===== config.mk =====
export PLATFORM = sky130hd
export DESIGN_NAME = bounce_generator_flat
export DESIGN_NICKNAME = d
export VERILOG_FILES = /design/src/rtl/bounce_generator_if.sv /design/src/rtl/bounce_generator.sv /design/src/flat_wrapper.sv
export SDC_FILE = /design/constraint.sdc
export NUM_CORES = 1
export LEC_CHECK = 0
export CORE_AREA = 4 4 76 78
export CTS_CLUSTER_DIAMETER = 200
export DETAILED_ROUTE_END_ITERATION = 8
export DIE_AREA = 0 0 80 82
export HOLD_SLACK_MARGIN = 0.05
export PLACE_DENSITY_LB_ADDON = 0.05
export SYNTH_ARGS = -nofsm -noshare
export SYNTH_HDL_FRONTEND = slang
export SYNTH_SLANG_ARGS = --single-unit

===== constraint.sdc =====
create_clock -name clk -period 2.6 [get_ports clk]
set_clock_uncertainty 0.15 [all_clocks]
set_input_delay 0.26 -clock clk [delete_from_list [all_inputs] [get_ports clk]]
set_output_delay 0.26 -clock clk [all_outputs]
set_load 0.05 [all_outputs]

===== src/rtl/bounce_generator_if.sv =====
// bounce_generator_if: bundles the request and observation signals of the
// bounce emulator.
//   level      requested clean contact level (master -> slave)
//   step_en    one-clk tick enable for all gap/settle timing (master -> slave)
//   out        bouncy contact output (slave -> master)
//   busy       high while an event is in progress (slave -> master)
//   stateval   FSM state: 0 IDLE, 1 BOUNCE, 2 SETTLE (slave -> master)
//   bounce_cnt glitches remaining in the current event (slave -> master)
interface bounce_generator_if;
  logic       level;
  logic       step_en;
  logic       out;
  logic       busy;
  logic [1:0] stateval;
  logic [4:0] bounce_cnt;

  modport master (output level, step_en, input out, busy, stateval, bounce_cnt);
  modport slave  (input level, step_en, output out, busy, stateval, bounce_cnt);
endinterface


===== src/rtl/bounce_generator.sv =====
// bounce_generator: turns a clean requested level into a switch-like bouncy
// waveform so an on-chip debouncer can be exercised without a real button.
// A level change gives a first contact, then N glitches (OUT toggle pairs,
// every phase held G step ticks), then a settle window at the final level.
// N and G come from a 16-bit Fibonacci LFSR (RANDOM=1) or from parameters.
// Ports:
//   clk    system clock, rising edge
//   rst_n  asynchronous active-low reset
//   bus    bounce_generator_if.slave (level, step_en in; out, busy,
//          stateval, bounce_cnt out; all outputs registered)
module bounce_generator #(
  parameter bit          RANDOM        = 1'b1,
  parameter logic [15:0] SEED          = 16'hACE1,
  parameter int          NB_BITS       = 3,
  parameter int          GAP_BITS      = 3,
  parameter int          FIXED_BOUNCES = 3,
  parameter int          FIXED_GAP     = 2,
  parameter int          SETTLE_TICKS  = 5
) (
  input  logic              clk,
  input  logic              rst_n,
  bounce_generator_if.slave bus
);

  typedef enum logic [1:0] {
    IDLE   = 2'd0,
    BOUNCE = 2'd1,
    SETTLE = 2'd2
  } state_t;

  // An all-zero LFSR would lock up, so a zero seed is replaced.
  localparam logic [15:0] SEED_EFF = (SEED == 16'h0000) ? 16'h0001 : SEED;

  state_t      state;
  logic [15:0] lfsr;
  logic        target;
  logic        out_q;
  logic        busy_q;
  logic [4:0]  bcnt;
  logic [7:0]  gap;
  logic [7:0]  settle;

  logic        fb;
  logic [4:0]  n_sel;
  logic [7:0]  g_sel;

  // x^16 + x^14 + x^13 + x^11 + 1, shifting towards the MSB.
  assign fb = lfsr[15] ^ lfsr[13] ^ lfsr[12] ^ lfsr[10];

  // Sampled from the current LFSR value; N is used only at event start,
  // G at event start and at every phase boundary.
  assign n_sel = RANDOM ? 5'(lfsr[NB_BITS-1:0]) + 5'd1 : 5'(FIXED_BOUNCES);
  assign g_sel = RANDOM ? 8'(lfsr[8+GAP_BITS-1:8]) + 8'd1 : 8'(FIXED_GAP);

  always_ff @(posedge clk or negedge rst_n) begin
    if (!rst_n) begin
      state  <= IDLE;
      lfsr   <= SEED_EFF;
      target <= 1'b0;
      out_q  <= 1'b0;
      busy_q <= 1'b0;
      bcnt   <= 5'd0;
      gap    <= 8'd0;
      settle <= 8'd0;
    end else begin
      // Free-running so successive events see different random values.
      lfsr <= {lfsr[14:0], fb};
      case (state)
        IDLE: begin
          // Level is only compared here, so activity during an event either
          // shows up as a net change now or is lost.
          if (bus.level != target) begin
            target <= bus.level;
            out_q  <= bus.level;
            bcnt   <= n_sel;
            gap    <= g_sel;
            busy_q <= 1'b1;
            if (n_sel == 5'd0) begin
              settle <= 8'(SETTLE_TICKS);
              state  <= SETTLE;
            end else begin
              state  <= BOUNCE;
            end
          end
        end
        BOUNCE: begin
          if (bus.step_en) begin
            if (gap == 8'd1) begin
              out_q <= ~out_q;
              gap   <= g_sel;
              // out_q != target means this toggle lands back on target,
              // closing one glitch.
              if (out_q != target) begin
                bcnt <= bcnt - 5'd1;
                if (bcnt == 5'd1) begin
                  settle <= 8'(SETTLE_TICKS);
                  state  <= SETTLE;
                end
              end
            end else begin
              gap <= gap - 8'd1;
            end
          end
        end
        SETTLE: begin
          if (bus.step_en) begin
            settle <= settle - 8'd1;
            if (settle == 8'd1) begin
              busy_q <= 1'b0;
              state  <= IDLE;
            end
          end
        end
        default: begin
          busy_q <= 1'b0;
          state  <= IDLE;
        end
      endcase
    end
  end

  assign bus.out        = out_q;
  assign bus.busy       = busy_q;
  assign bus.stateval   = state;
  assign bus.bounce_cnt = bcnt;

endmodule


===== src/flat_wrapper.sv =====
// flat-port wrapper written by rule: the top's interface ports become plain ports
module bounce_generator_flat 
#(
  parameter bit          RANDOM        = 1'b1,
  parameter logic [15:0] SEED          = 16'hACE1,
  parameter int          NB_BITS       = 3,
  parameter int          GAP_BITS      = 3,
  parameter int          FIXED_BOUNCES = 3,
  parameter int          FIXED_GAP     = 2,
  parameter int          SETTLE_TICKS  = 5
)
  (clk, rst_n, bus_level, bus_step_en, bus_out, bus_busy, bus_stateval, bus_bounce_cnt);
  bounce_generator_if bus_i ();
  input  logic clk;
  input  logic rst_n;
  input wire logic [$bits(bus_i.level)-1:0] bus_level;
  input wire logic [$bits(bus_i.step_en)-1:0] bus_step_en;
  output wire logic [$bits(bus_i.out)-1:0] bus_out;
  output wire logic [$bits(bus_i.busy)-1:0] bus_busy;
  output wire logic [$bits(bus_i.stateval)-1:0] bus_stateval;
  output wire logic [$bits(bus_i.bounce_cnt)-1:0] bus_bounce_cnt;
  assign bus_i.level = bus_level;
  assign bus_i.step_en = bus_step_en;
  assign bus_out = bus_i.out;
  assign bus_busy = bus_i.busy;
  assign bus_stateval = bus_i.stateval;
  assign bus_bounce_cnt = bus_i.bounce_cnt;
  bounce_generator #(.RANDOM(RANDOM), .SEED(SEED), .NB_BITS(NB_BITS), .GAP_BITS(GAP_BITS), .FIXED_BOUNCES(FIXED_BOUNCES), .FIXED_GAP(FIXED_GAP), .SETTLE_TICKS(SETTLE_TICKS)) u_core (.clk(clk), .rst_n(rst_n), .bus(bus_i));
endmodule

==> Word-level counts from Yosys, hierarchy flattened <==
Cells that the tools add are included.
{ "classes": {"shifts": 0, "n_bitwise": 5, "reduce_logical": 11, "n_div": 0, "addsub": 5, "n_mul": 0, "n_eq_ne": 15, "magnitude_cmp": 0, "n_mux": 34} }
{ "op_table": {"columns": ["operator", "n"], "rows": [
  ["$mux W8", 10],
  ["$pmux W8 S3", 1],
  ["$mux W5", 4],
  ["$eq A8 B1 Y1 const B", 2],
  ["$mux W2", 8],
  ["$pmux W8 S2", 1],
  ["$sub A8 B1 Y8 const B", 2],
  ["$ne A2 B1 Y1 const B", 6],
  ["$pmux W5 S2", 1],
  ["$add A3 B1 Y4 const B", 2],
  ["$reduce_and A4 Y1", 2],
  ["$reduce_and A8 Y1", 1],
  ["$reduce_and A7 Y1", 1],
  ["$mux W1", 6],
  ["$pmux W2 S3", 1],
  ["$eq A5 B1 Y1 const B", 1],
  ["$logic_not A5 Y1", 1],
  ["$reduce_and A5 Y1", 1],
  ["$sub A5 B1 Y5 const B", 1],
  ["$ne A2 B2 Y1 const B", 2],
  ["$pmux W1 S3", 1],
  ["$reduce_and A3 Y1", 1],
  ["$reduce_bool A3 Y1", 1],
  ["$xor A1 B1 Y1", 3],
  ["other kinds (8)", 10]
]} }
{ "word_totals": {"mem_bits_ro": 0, "regBits": 42, "out_inout_bits": 9, "latchBits": 0, "ram_bits": 0, "word_cells": 78, "inputBits": 4, "memories": 0} }

==> Logic depth before layout (Yosys ltp) <==
{ "logic_depth": {"word_depth": 6, "ltp_mapped": 7} }

==> Least setup slack after synthesis <==
OpenSTA, ideal clock, no wires.
{ "synth_timing": {"path_type": "reg2reg", "start": "register u_core.bcnt[0], in the netlist u_core.bus.bounce_cnt[0]", "end": "register u_core.settle[1]", "period_less_slack_ns": 2.344, "stages_incl_launch_ff": 6, "slack_ns": 0.256, "arrival_ns": 2.067, "setup_time_ns": 0.128, "required_time_ns": 2.322, "cell_sequence": "dfrtp_1 -> ha_1 -> nand4b_1 -> nor4_1 -> o211a_2 -> mux2_1"} }
{ "synth_between": {"elab_chain_cells": 3} }
{ "synth_lines": {"columns": ["item", "line_no", "rtl"], "rows": [
  ["from (decl)", "bounce_generator.sv:39", "logic [4:0] bcnt;"],
  ["from (signal assigned)", "bounce_generator.sv:75", "bcnt <= n_sel;"],
  ["from (signal assigned)", "bounce_generator.sv:94", "bcnt <= bcnt - 5'd1;"],
  ["$eq A5 B1 Y1", "bounce_generator.sv:95", "if (bcnt == 5'd1) begin"],
  ["$ne A2 B1 Y1 (no source line)", null, null],
  ["$reduce_and A8 Y1 (no source line)", null, null],
  ["to (signal assigned)", "bounce_generator.sv:79", "settle <= 8'(SETTLE_TICKS);"],
  ["to (signal assigned)", "bounce_generator.sv:96", "settle <= 8'(SETTLE_TICKS);"],
  ["to (signal assigned)", "bounce_generator.sv:107", "settle <= settle - 8'd1;"],
  ["to (decl)", "bounce_generator.sv:41", "logic [7:0] settle;"]
]} }
No other way between the ends.
A chain may end at the register's enable or synchronous reset.

==> Worst setup path in the final report <==
{ "layout_timing": {"start": "register u_core.gap[1]", "end": "register u_core.settle[1]"} }
{ "layout_between": {"elab_chain_cells": 3} }
{ "layout_lines": {"columns": ["item", "line_no", "rtl"], "rows": [
  ["from (decl)", "bounce_generator.sv:40", "logic [7:0] gap;"],
  ["from (signal assigned)", "bounce_generator.sv:76", "gap <= g_sel;"],
  ["from (signal assigned)", "bounce_generator.sv:90", "gap <= g_sel;"],
  ["from (signal assigned)", "bounce_generator.sv:101", "gap <= gap - 8'd1;"],
  ["$eq A8 B1 Y1", "bounce_generator.sv:88", "if (gap == 8'd1) begin"],
  ["$ne A2 B1 Y1 (no source line)", null, null],
  ["$reduce_and A8 Y1 (no source line)", null, null]
]} }
No other way between the ends.

==> results.ini <==
[placement]
portBuffers = 12
gp_congestion = 0.835
dp_hpwl_um = 3270

[sta]
slew_viol_final = 0
finalCriticalPeriod_ns = 2.42
fin_crit_sh_pct = 93.1
hold_viol_final = 0
setup_tns_ns = 0
rsz0062_at_grt = false
fmax_mhz = 413
max_slew_margin_pct = 39.2
tightestPinTransition_ns = 0.913
setup_viol = 0

[routing]
dr.pass1.iters = 5
wl_um = 4560
drc_errors = 0
vias = 1682
wl_per_cell_um = 15.2
drtIter0Drc = 110
ant_nets = 0
via_per_inst = 5.63

[yosys]
synth-edff-count = 0
synth_seq_cells = 42
synth-adder-area-share_pct = 4.53
async_reset_ff_share_pct = 100
netlist_area_um2 = 2210
synth_xor_area_share_pct = 2.77
synthFlopType = dfrtp_1
synth_mux_area_share_pct = 5.44
synth_compound_area_share_pct = 17.8
yosys_warnings = 0
ys_top_cells_by_area = dfrtp_1 39%, dfstp_2 9.5%, ha_1 4.5%
seq_area_frac_synth_pct = 48.0
avgSynthCellArea_um2 = 10.6
synth_cell_types = 57
yosys.area_share.simple_pct = 17.6
synth_top_cell_by_area = dfrtp_1
synth_top_family_by_area = compound AO/OA/AOI/OAI gates
synth_cells = 208
syn-num-nets = 220
yosysTopAreaCellShare_pct = 38.5

[worst_setup_path]
rr_worst_depth = 6
crit_fanout = 6
crit_path_end_kind = register
cp.arrival_ns = 2.46
r2r_slack_ns = 0.18
cp_data_required_time_ns = 2.64
worstReg2RegEnd = u_core.settle[1]
cpPeakStageDelay_ns = 0.60
crit_chain = inv_1 > ha_1 > or4b_1 > o31ai_1 > o211a_2 > mux2_1
cp.depth = 6
reg2reg_from = u_core.gap[1]
criticalPathCategory = reg2reg
endpoint = u_core.settle[1]
slowest_stage = or4b_1
critical-path-top-delay-family = simple AND/OR/NAND/NOR gates
startpoint = u_core.gap[1]
cp-start-kind = register
worst-path-buf-inv = 1

[die]
coreArea_um2 = 5070
rows = 26
pin_count = 13
fp.dieArea_um2 = 6560
die_w_um = 80
initial_core_util_pct = 43.5
die_h_um = 82

[clocking]
clkSinkCount = 42
cts_root_buf = clkbuf_8
cts_made_buffers = 5
cts_max_path_buffers = 2
cts_tree = done
path_clk_slew_ns = 0.09
htree_levels = 2
clk_latency_ns = 0.30
cts_resized = 0

[pwr]
peakVddDrop_uv = 591
leakagePower_uw = 0.00109
finalPower_uw = 3230
p_per_area_nw_per_um2 = 1280

[worst_hold_path]
hold_path_class = reg2reg

[run_status]
status = completed

[final_layout]
layout.nets = 240
final_cell_mix = 34 x dfrtp_1, 16 x nor2_1, 13 x inv_1
final.fill_count = 489
antenna_cells = 0
syn_to_final_growth_pct = 14.7
layout_commonest_cell = dfrtp_1
drive_gt1_share_pct = 14.8

[run]
cap_viol_max_count = 0

[global_routing]
grt_use_total_pct = 16.0
grt_max_degree = 43
grt_overflow = 0
antenna_found_initial = 0
first_global_vias = 1689
grt_pass1_wl_um = 8050

==> sequential cells by signal, summed over array words and instances (netlist names) <==
signal                 count
u_core.lfsr               16
u_core.gap                 8
u_core.settle              8
u_core.bus.bounce_cnt      5
u_core.bus.stateval        2
u_core.bus.busy            1
u_core.bus.out             1
u_core.target              1
==> cells in the mapped netlist, drive strengths merged (2+ instances only) <==
library cell and n:
inv 13, a211oi 2, dfrtp 34, a31oi 3
dfstp 8, clkbuf 5, nand2 5, and3 2
mux2i 6, o221ai 3, nand2b 5, xnor2 6
a22o 5, or4 3, nor2 16, nand3 3
or2 2, mux2 5, nor4 4, nor2b 3
ha 8, o22a 2, nor3 8, a21oi 6
o211a 3, o21ai 13, nand4 5, buf 2
nand3b 2, o21a 2, nor3b 3, o311ai 2
==> routing by layer <==
metal / vias to the layer above / wire length, um / share of wire (%) / GRT usage, %
met2: 29 / 2190 / 48 / 24.6
met4: 0 / 110 / 2.4 / 8.95
met3: 12 / 131 / 2.9 / 3.07
met1: 828 / 2120 / 47 / 21.0
met5: - / 0 / 0 / 0
li1: 813 / - / - / -
==> worst min path at each step <==
stage / startpoint / to / slack [ns] / cells past startpoint
2_1_floorplan: rst_n / u_core.bus.bounce_cnt[0] / -0.19 / 0
3_3_place_gp: u_core.lfsr[14] / u_core.lfsr[15] / 0.19 / 0
3_5_place_dp: u_core.lfsr[14] / u_core.lfsr[15] / 0.19 / 0
4_1_cts: u_core.lfsr[4] / u_core.lfsr[5] / 0.20 / 0
5_1_grt: u_core.lfsr[5] / u_core.lfsr[6] / 0.22 / 0
6_report: u_core.lfsr[4] / u_core.lfsr[5] / 0.20 / 0
==> what timing repair did <==
action                    CTS  global route
hold endpoints to repair   34             0
setup buffers               0             0
hold buffers                1             0
==> cells by family (layout without fill, tap and decap cells) <==
kind of cell | Yosys count | after routing
simple gates | 67 | 67
compound gates | 53 | 53
flops | 42 | 42
mux | 11 | 11
fa+ha+maj | 8 | 8
xor+xnor | 7 | 7
buf+inv | 20 | 41
==> area by class of cell <==
type	count	area (um^2)	share of cell area (%)
clock buffers	6	82.6	3.26
clock inverters	2	12.5	0.494
inverters	13	48.8	1.92
multi-input cells	146	1060	42.0
flip-flops and latches	42	1060	41.9
well taps	70	87.6	3.46
repair buffers	20	178	7.01
==> metrics by stage <==
step	std cells	utilization, %	instance area, um^2	worst slack, ns	hold WS (ns)
after global routing	299	50.0	2530	0.0336	0.222
after CTS	299	50.0	2530	0.167	0.201
after detailed placement	290	47.9	2430	0.164	0.193
after floorplan	208	-	2210	0.256	-0.186
final	299	50.0	2530	0.179	0.195
after global placement	290	47.9	2430	0.236	0.191
==> power by group <==
part,internal (uW),switching (uW)
logic,714,1040
clock network,213,227
registers,834,210
Note: power is estimated with default switching activity, not from simulation.
